==> src/rtl/store_buffer_if.sv <==
// CPU-side and data-memory-side signals of the store buffer.
// The store buffer takes the slave view; the CPU/memory environment takes the master view.
interface store_buffer_if;
    logic [31:0] Address;
    logic [31:0] Write_Data;
    logic        Mem_Read;
    logic        Mem_Write;
    logic [31:0] Read_Data;
    logic        Stall;
    logic        Empty;
    logic [31:0] mem_Address;
    logic [31:0] mem_Write_Data;
    logic        mem_Mem_Read;
    logic        mem_Mem_Write;
    logic [31:0] mem_Read_Data;

    // Store handshake: Mem_Write (with Mem_Read low) is valid, !Stall is ready;
    // a store is accepted on the rising edge where both hold.
    modport slave (
        input  Address, Write_Data, Mem_Read, Mem_Write, mem_Read_Data,
        output Read_Data, Stall, Empty, mem_Address, mem_Write_Data,
        output mem_Mem_Read, mem_Mem_Write
    );

    modport master (
        output Address, Write_Data, Mem_Read, Mem_Write, mem_Read_Data,
        input  Read_Data, Stall, Empty, mem_Address, mem_Write_Data,
        input  mem_Mem_Read, mem_Mem_Write
    );
endinterface

==> src/rtl/store_buffer.sv <==
// Write buffer between CPU and data memory: stores queue in a FIFO and drain on
// cycles without a load; loads bypass the queue and forward from the youngest match.
module store_buffer #(
    parameter int DEPTH = 4
) (
    input logic           clk,
    input logic           rst_n,
    store_buffer_if.slave bus
);
    localparam int PW = (DEPTH > 1) ? $clog2(DEPTH) : 1;
    localparam int CW = PW + 1;
    localparam logic [CW-1:0] FULL = CW'(DEPTH);

    logic [29:0]      idx_q  [DEPTH];
    logic [31:0]      data_q [DEPTH];
    logic [DEPTH-1:0] vld_q;
    logic [PW-1:0]    head_q;
    logic [PW-1:0]    tail_q;
    logic [CW-1:0]    count_q;

    logic          is_store;
    logic          push;
    logic          pop;
    logic          hit;
    logic [31:0]   fwd_data;
    logic [PW-1:0] slot;

    // A load owns the memory port for the cycle, so it blocks both push and pop.
    assign is_store  = bus.Mem_Write && !bus.Mem_Read;
    assign push      = is_store && (count_q != FULL);
    assign pop       = !bus.Mem_Read && (count_q != '0);
    assign bus.Stall = is_store && (count_q == FULL);
    assign bus.Empty = (count_q == '0);

    // Walk oldest to youngest so the last match wins.
    always_comb begin
        hit      = 1'b0;
        fwd_data = '0;
        slot     = '0;
        for (int i = 0; i < DEPTH; i++) begin
            slot = head_q + PW'(i);
            if (vld_q[slot] && (idx_q[slot] == bus.Address[31:2])) begin
                hit      = 1'b1;
                fwd_data = data_q[slot];
            end
        end
    end

    always_comb begin
        bus.mem_Address    = '0;
        bus.mem_Write_Data = '0;
        bus.mem_Mem_Read   = 1'b0;
        bus.mem_Mem_Write  = 1'b0;
        bus.Read_Data      = '0;
        if (bus.Mem_Read) begin
            bus.mem_Address  = bus.Address;
            bus.mem_Mem_Read = 1'b1;
            bus.Read_Data    = hit ? fwd_data : bus.mem_Read_Data;
        end else if (count_q != '0) begin
            bus.mem_Address    = {idx_q[head_q], 2'b00};
            bus.mem_Write_Data = data_q[head_q];
            bus.mem_Mem_Write  = 1'b1;
        end
    end

    always_ff @(posedge clk or negedge rst_n) begin
        if (!rst_n) begin
            vld_q   <= '0;
            head_q  <= '0;
            tail_q  <= '0;
            count_q <= '0;
        end else begin
            if (pop) begin
                vld_q[head_q] <= 1'b0;
                head_q        <= head_q + PW'(1);
            end
            if (push) begin
                vld_q[tail_q] <= 1'b1;
                tail_q        <= tail_q + PW'(1);
            end
            case ({push, pop})
                2'b10:   count_q <= count_q + CW'(1);
                2'b01:   count_q <= count_q - CW'(1);
                default: count_q <= count_q;
            endcase
        end
    end

    // Payload needs no reset: the valid bits alone decide what is live.
    always_ff @(posedge clk) begin
        if (push) begin
            idx_q[tail_q]  <= bus.Address[31:2];
            data_q[tail_q] <= bus.Write_Data;
        end
    end
endmodule

==> src/flat_wrapper.sv <==
// flat-port wrapper written by rule: the top's interface ports become plain ports
module store_buffer_flat 
#(
    parameter int DEPTH = 4
)
  (clk, rst_n, bus_Address, bus_Write_Data, bus_Mem_Read, bus_Mem_Write, bus_mem_Read_Data, bus_Read_Data, bus_Stall, bus_Empty, bus_mem_Address, bus_mem_Write_Data, bus_mem_Mem_Read, bus_mem_Mem_Write);
  store_buffer_if bus_i ();
  input logic clk;
  input logic rst_n;
  input wire logic [$bits(bus_i.Address)-1:0] bus_Address;
  input wire logic [$bits(bus_i.Write_Data)-1:0] bus_Write_Data;
  input wire logic [$bits(bus_i.Mem_Read)-1:0] bus_Mem_Read;
  input wire logic [$bits(bus_i.Mem_Write)-1:0] bus_Mem_Write;
  input wire logic [$bits(bus_i.mem_Read_Data)-1:0] bus_mem_Read_Data;
  output wire logic [$bits(bus_i.Read_Data)-1:0] bus_Read_Data;
  output wire logic [$bits(bus_i.Stall)-1:0] bus_Stall;
  output wire logic [$bits(bus_i.Empty)-1:0] bus_Empty;
  output wire logic [$bits(bus_i.mem_Address)-1:0] bus_mem_Address;
  output wire logic [$bits(bus_i.mem_Write_Data)-1:0] bus_mem_Write_Data;
  output wire logic [$bits(bus_i.mem_Mem_Read)-1:0] bus_mem_Mem_Read;
  output wire logic [$bits(bus_i.mem_Mem_Write)-1:0] bus_mem_Mem_Write;
  assign bus_i.Address = bus_Address;
  assign bus_i.Write_Data = bus_Write_Data;
  assign bus_i.Mem_Read = bus_Mem_Read;
  assign bus_i.Mem_Write = bus_Mem_Write;
  assign bus_i.mem_Read_Data = bus_mem_Read_Data;
  assign bus_Read_Data = bus_i.Read_Data;
  assign bus_Stall = bus_i.Stall;
  assign bus_Empty = bus_i.Empty;
  assign bus_mem_Address = bus_i.mem_Address;
  assign bus_mem_Write_Data = bus_i.mem_Write_Data;
  assign bus_mem_Mem_Read = bus_i.mem_Mem_Read;
  assign bus_mem_Mem_Write = bus_i.mem_Mem_Write;
  store_buffer #(.DEPTH(DEPTH)) u_core (.clk(clk), .rst_n(rst_n), .bus(bus_i));
endmodule
==> config.mk <==
export PLATFORM = sky130hd
export DESIGN_NAME = store_buffer_flat
export DESIGN_NICKNAME = d
export VERILOG_FILES = /design/src/rtl/store_buffer_if.sv /design/src/rtl/store_buffer.sv /design/src/flat_wrapper.sv
export SDC_FILE = /design/constraint.sdc
export NUM_CORES = 1
export LEC_CHECK = 0
export ABC_AREA = 1
export CAP_MARGIN = 30
export CORE_UTILIZATION = 40
export DETAILED_ROUTE_END_ITERATION = 12
export PLACE_DENSITY = 0.68
export REMOVE_ABC_BUFFERS = 1
export SYNTH_ARGS = -nofsm -noshare
export SYNTH_HDL_FRONTEND = slang
export SYNTH_SLANG_ARGS = --single-unit
export TNS_END_PERCENT = 100
==> constraint.sdc <==
create_clock -name clk -period 12.7 [get_ports clk]
set_clock_uncertainty 0.1 [all_clocks]
set_input_delay 1.905 -clock clk [delete_from_list [all_inputs] [get_ports clk]]
set_output_delay 1.905 -clock clk [all_outputs]
set_load 0.05 [all_outputs]
# == After elaboration in Yosys (flattened, before gate mapping) ==
# Memories as Yosys holds them, arrays and structs flattened.
# Index checks and enable logic that the tools add are counted.
# word_totals
n_memories,2
romBits,0
elab_cells,78
output_inout_bits,100
latchBits,0
reg_bits,11
input_bits,100
ram_bits,248
# memory_table
name,words,width,rd,rd_ports_with_merged_regs,wr,line,text
u_core.data_q,4,32,4,0,1,store_buffer.sv:15,logic [31:0] data_q [DEPTH];
u_core.idx_q,4,30,4,0,1,store_buffer.sv:14,logic [29:0] idx_q [DEPTH];
# op_classes
n_lt_le_gt_ge,7
add_sub_neg,6
div_mod_pow,0
n_eq_ne,8
bitwise_logic,3
n_mux,34
n_shift,0
n_reduce_logical,14
n_mul,0
# ops
op,count
$mux W32,10
$eq A30 B30 Y1,4
$lt A2 B3 Y1 const B,5
$mux W1,15
$logic_and A1 B1 Y1,10
$bmux W1 S2,4
$mux W4,2
$pmux W3 S2,1
$add A2 B1 Y2 const B,2
$add A2 B2 Y2 const B,2
$and A4 B4 Y4,1
$demux W1 S2,2
$ge A2 B1 Y1 const B,2
$not A4 Y4,1
$or A4 B4 Y4,1
$add A3 B1 Y3 const B,1
$eq A3 B3 Y1 const B,1
$logic_not A3 Y1,1
$ne A3 B3 Y1 const B,1
$reduce_bool A3 Y1,1
$sub A3 B1 Y3 const B,1
$eq A2 B1 Y1 const B,1
$eq A2 B2 Y1 const B,1
$reduce_bool A2 Y1,1
$logic_not A1 Y1,1

# == Longest topological paths before layout ==
# depth
word_depth,9
ltp_mapped,25
mapped_depth_nobuf,18

# == Least setup slack after synthesis ==
# No wires, ideal clock.
# synth_timing
path_kind,input to output
start,input bus_Mem_Read
end,output bus_mem_Address[23]
n_path_buf,1
arrival_time_ps,4083
setup_slack_ps,6612
required_time_ps,10695
stages,4
cell_sequence,nor2_1 > inv_2 > clkbuf_1 > o22ai_1
# synth_via
elab_chain_cells,1
# synth_rtl
element,line,text
start: declaration,flat_wrapper.sv:12,input wire logic [$bits(bus_i.Mem_Read)-1:0] bus_Mem_Read;
$mux W32,store_buffer.sv:55,if (bus.Mem_Read) begin
end: declaration,flat_wrapper.sv:18,output wire logic [$bits(bus_i.mem_Address)-1:0] bus_mem_Address;
# No other way between the ends.

# == Final worst setup path ==
# layout_timing
start,register u_core.head_q[0]
end,output bus_Read_Data[3]
# layout_via
elab_chain_cells,9
elab_cells_between_ends,31
classes_between,add/sub: 3; eq/ne: 4; mux: 18; reduce/logical: 4; memory: 2
# layout_rtl
element,line,text
start: declaration,store_buffer.sv:17,logic [PW-1:0] head_q;
start signal: assignment,store_buffer.sv:75,head_q <= head_q + PW'(1);
"$add A2 B1 Y2, or another cell as far along",store_buffer.sv:41,slot = head_q + PW'(i);
"$mem_v2 Z4 W30, or another cell as far along",-,
"$eq A30 B30 Y1, or another cell as far along",store_buffer.sv:42,if (vld_q[slot] && (idx_q[slot] == bus.Address[31:2])) begin
"$logic_and A1 B1 Y1, or another cell as far along",store_buffer.sv:42,
$mux W32 or $mux W1 (tied branches) (3 in a row),store_buffer.sv:42,
$mux W32 *,store_buffer.sv:58,bus.Read_Data = hit ? fwd_data : bus.mem_Read_Data;
$mux W32 *,store_buffer.sv:55,
end: declaration,flat_wrapper.sv:15,output wire logic [$bits(bus_i.Read_Data)-1:0] bus_Read_Data;
# Every way passes the cells marked *; elsewhere a longest branch is shown, timed or not. The select of a mux whose other input is x is not followed.

==> out/qor.txt <==
Status: complete, no violations
Final setup viols: 0
RSZ-0062 raised after global routing: false
Max-Slew Margin vs Limit: 29.2%
Crit Path Class: register to output pin
Vias in the first global route: 17.1k
Fmax: 104 MHz
Die W: 217 um
Routed wl met2: 27.6 mm
DR top layer: met5
Die Area: 46900 um2
Pint: 0.00257 W
Setup ws final: 3080 ps
Setup crit start kind: register
Vias: 18.3k
Routed Antenna Nets: 0
Placed inst area: 20600 um2
# IOs: 200
Post-synth top area share: 40.4%
Clock root buffer: clkbuf_16
Placer Congestion: 0.900
Core Region: 45400 um2
Yosys top cell by area: edfxtp_1
Worst vdd ir: 167 uV
Hold Slack: 406 ps
Hold Vio Cnt, Final: 0
Clock slew at reported path FFs: 60 ps
CTS tree: built
Register area share after synthesis: 41.9%
Iteration-0 DRC Markers: 1760
# hold bufs at CTS: 0
First-pass GRT wire length: 92.6 mm
Post-Route WL: 59.9 mm
Warnings from Yosys: 0
Combinational power share: 60.7%
Clock share of power: 18.0%
Core Rows: 78
Post_cts resized: 0
Critical Path AT: 7610 ps
DP HPWL: 39.3 mm
Initial antenna violation count: 2
Global Route Usage Sum: 25.0%
# DRC: 0
Metal-1 WL: 25.5 mm
Final Cycle Share: 75.7%
Mapped Cells: 2685
Fraction of power spent switching nets: 51.0%
Netlist Area Pre-Place: 18400 um2
Final Max Tran Viols: 0
Setup tns final: 0 ps
TritonCTS Buffers: 30
MaxCap Viol Count: 0
CTS sink count: 259
Fin area: 21700 um2
Synth cell types: 29
H-tree Lvls: 1
Worst-Margin Slew: 1060 ps
Cell area power density: 241 nW/um2
NetSw: 0.00267 W
Clock period minus worst slack: 9620 ps
Layout net count: 2890
Pre-CTS setup slack: 3320 ps
Drt pass-1 iters: 7
PortBufs: 199
Setup Buffers After CTS: 0
Vias/cell: 5.36
Min-delay worst type: register to register
Wire per inst: 17.6 um
Worst Path Max Fanout: 101
Clock Latency Late Sink: 590 ps
Layout area overhead: 18.1%
Flop pwr share: 21.3%
Synth Register Bits: 259
Starting Density: 40.6%
# fillers: 4477
Mapped Avg Cell Area: 6.86 um2
Die H: 217 um
Largest net degree at the start of global routing: 106
Synth top area cells: edfxtp_1, nand2_1, nand3_1, o21ai_0, inv_1
P_leak: 9.62 nW
WL met3: 4.83 mm
Total grt overflow: 0
Crit end category: output pin
Crit path required time: 10690 ps
Max clock buf depth: 3
Layout cell share with drive strength beyond 1: 4.35%
cell families after synthesis:
logic type / after synthesis / synth area share (%)
flip-flops: 259 / 41.9
AND/OR/NAND/NOR: 1630 / 37.2
XOR/XNOR: 15 / 0.713
buffers and inverters: 415 / 9.46
AO/OA/AOI/OAI: 356 / 9.95
adder cells (fa/ha/maj): 10 / 0.720
flip-flops by register name, summed over array words and instances (netlist names):
register	cells
u_core.idx_q	120
u_core.vld_q	4
u_core.data_q	128
u_core.count_q	3
u_core.tail_q	2
u_core.head_q	2
cell usage after synthesis:
library cell    n
nor2_2          3
ha_1            9
buf_6           8
nor3_1          1
o22ai_1        30
inv_4           1
dfrtp_1        11
xnor2_1         2
nor2_4          3
o211ai_1        5
o21ai_1        15
buf_1          16
inv_2           7
nand4_1        41
nand2_4         1
xor2_1         13
fa_1            1
a21oi_1        73
inv_1         250
nand3_2         1
o21ai_0       233
edfxtp_1      248
buf_4          14
nand3_1       403
or2_2          34
nor2_1        166
buf_2          55
clkbuf_1       64
nand2_1       977
stage by stage:
| step | cells | utilization (%) | power (W) |
|---|---|---|---|
| CTS | 3401 | 47.9 | 0.00523 |
| detailed placement | 3347 | 45.5 | 0.00427 |
| floorplan | 2528 | - | 0.00340 |
| global route | 3403 | 47.9 | 0.00566 |
| finish | 3403 | 47.9 | 0.00524 |
| global placement | 3345 | 45.3 | 0.00420 |
routing by layer:
metal	track usage, %	vias up
met5	0	-
met1	33.1	8294
met4	8.66	2
met3	4.25	124
li1	-	9035
met2	41.2	801
worst max-delay path, stage by stage, from the launching register on:
cell	delay [ps]
dfrtp_4	720
inv_6	440
buf_4	830
buf_4	830
nand2_1	170
nand3_1	130
nand2_1	140
nand2_1	90
o21ai_0	90
nor2_1	100
nand2_1	60
nor2_1	100
nand2_1	180
nor2_4	850
inv_2	610
nand2_4	550
nand3_1	150
nor2_1	130
nor2_1	50
clkdlybuf4s50_1	690
layout by cell type (no fill, tap or decap), types with 2 or more instances in the layout:
cell | synthesis | final
nand2_1 | 977 | 977
nand3_1 | 403 | 403
inv_1 | 250 | 250
edfxtp_1 | 248 | 248
o21ai_0 | 233 | 233
clkdlybuf4s50_1 | 0 | 199
nor2_1 | 166 | 162
a21oi_1 | 73 | 73
nand4_1 | 41 | 41
or2_2 | 34 | 34
o22ai_1 | 30 | 30
clkbuf_16 | 0 | 30
buf_4 | 14 | 18
o21ai_1 | 15 | 15
xor2_1 | 13 | 13
dfrtp_1 | 11 | 9
ha_1 | 9 | 8
bufinv_16 | 0 | 8
nor2_4 | 3 | 7
clkinv_2 | 0 | 6
clkinv_1 | 0 | 6
o211ai_1 | 5 | 5
inv_2 | 7 | 4
clkbuf_1 | 64 | 4
nor2_2 | 3 | 3
xnor2_1 | 2 | 2
buf_16 | 0 | 2
power by group through the flow:
stage          Combinational, W  Clock [W]  Sequential (W)
4_1_cts                 0.00316   0.000962         0.00111
6_report                0.00318   0.000945         0.00111
3_3_place_gp            0.00308          0         0.00113
3_5_place_dp            0.00314          0         0.00113
5_1_grt                 0.00354   0.000993         0.00112
2_1_floorplan           0.00221          0         0.00119
final timing paths:
check / from / endpoint / slack [ps] / cells past startpoint
worst min-delay path: u_core.count_q[2]$_DFFE_PN0P_ / u_core.count_q[2]$_DFFE_PN0P_ / 410 / 1
worst min register to register: u_core.count_q[2]$_DFFE_PN0P_ / u_core.count_q[2]$_DFFE_PN0P_ / 410 / 1
worst max-delay path: u_core.head_q[0]$_DFFE_PN0P_ / bus_Read_Data[3] / 3080 / 19
worst max register to register: u_core.count_q[0]$_DFFE_PN0P_ / u_core.data_q[0][10]$_DFFE_PP_ / 9690 / 5
min in group asynchronous: rst_n / u_core.head_q[1]$_DFFE_PN0P_ / 1590 / 1
max in group asynchronous: rst_n / u_core.head_q[0]$_DFFE_PN0P_ / 10480 / 1
cell type report:
| type | count | area [um2] | area share (%) |
|---|---|---|---|
| antenna | 1 | 2.50 | 0.0115 |
| clock buffer | 34 | 766 | 3.52 |
| clock inverter | 20 | 320 | 1.47 |
| inverter | 258 | 978 | 4.50 |
| multi-input combinational | 2011 | 8990 | 41.4 |
| sequential | 259 | 7730 | 35.5 |
| tap | 600 | 751 | 3.45 |
| timing repair buffer | 220 | 2200 | 10.1 |
(Power assumes the default switching activity.)
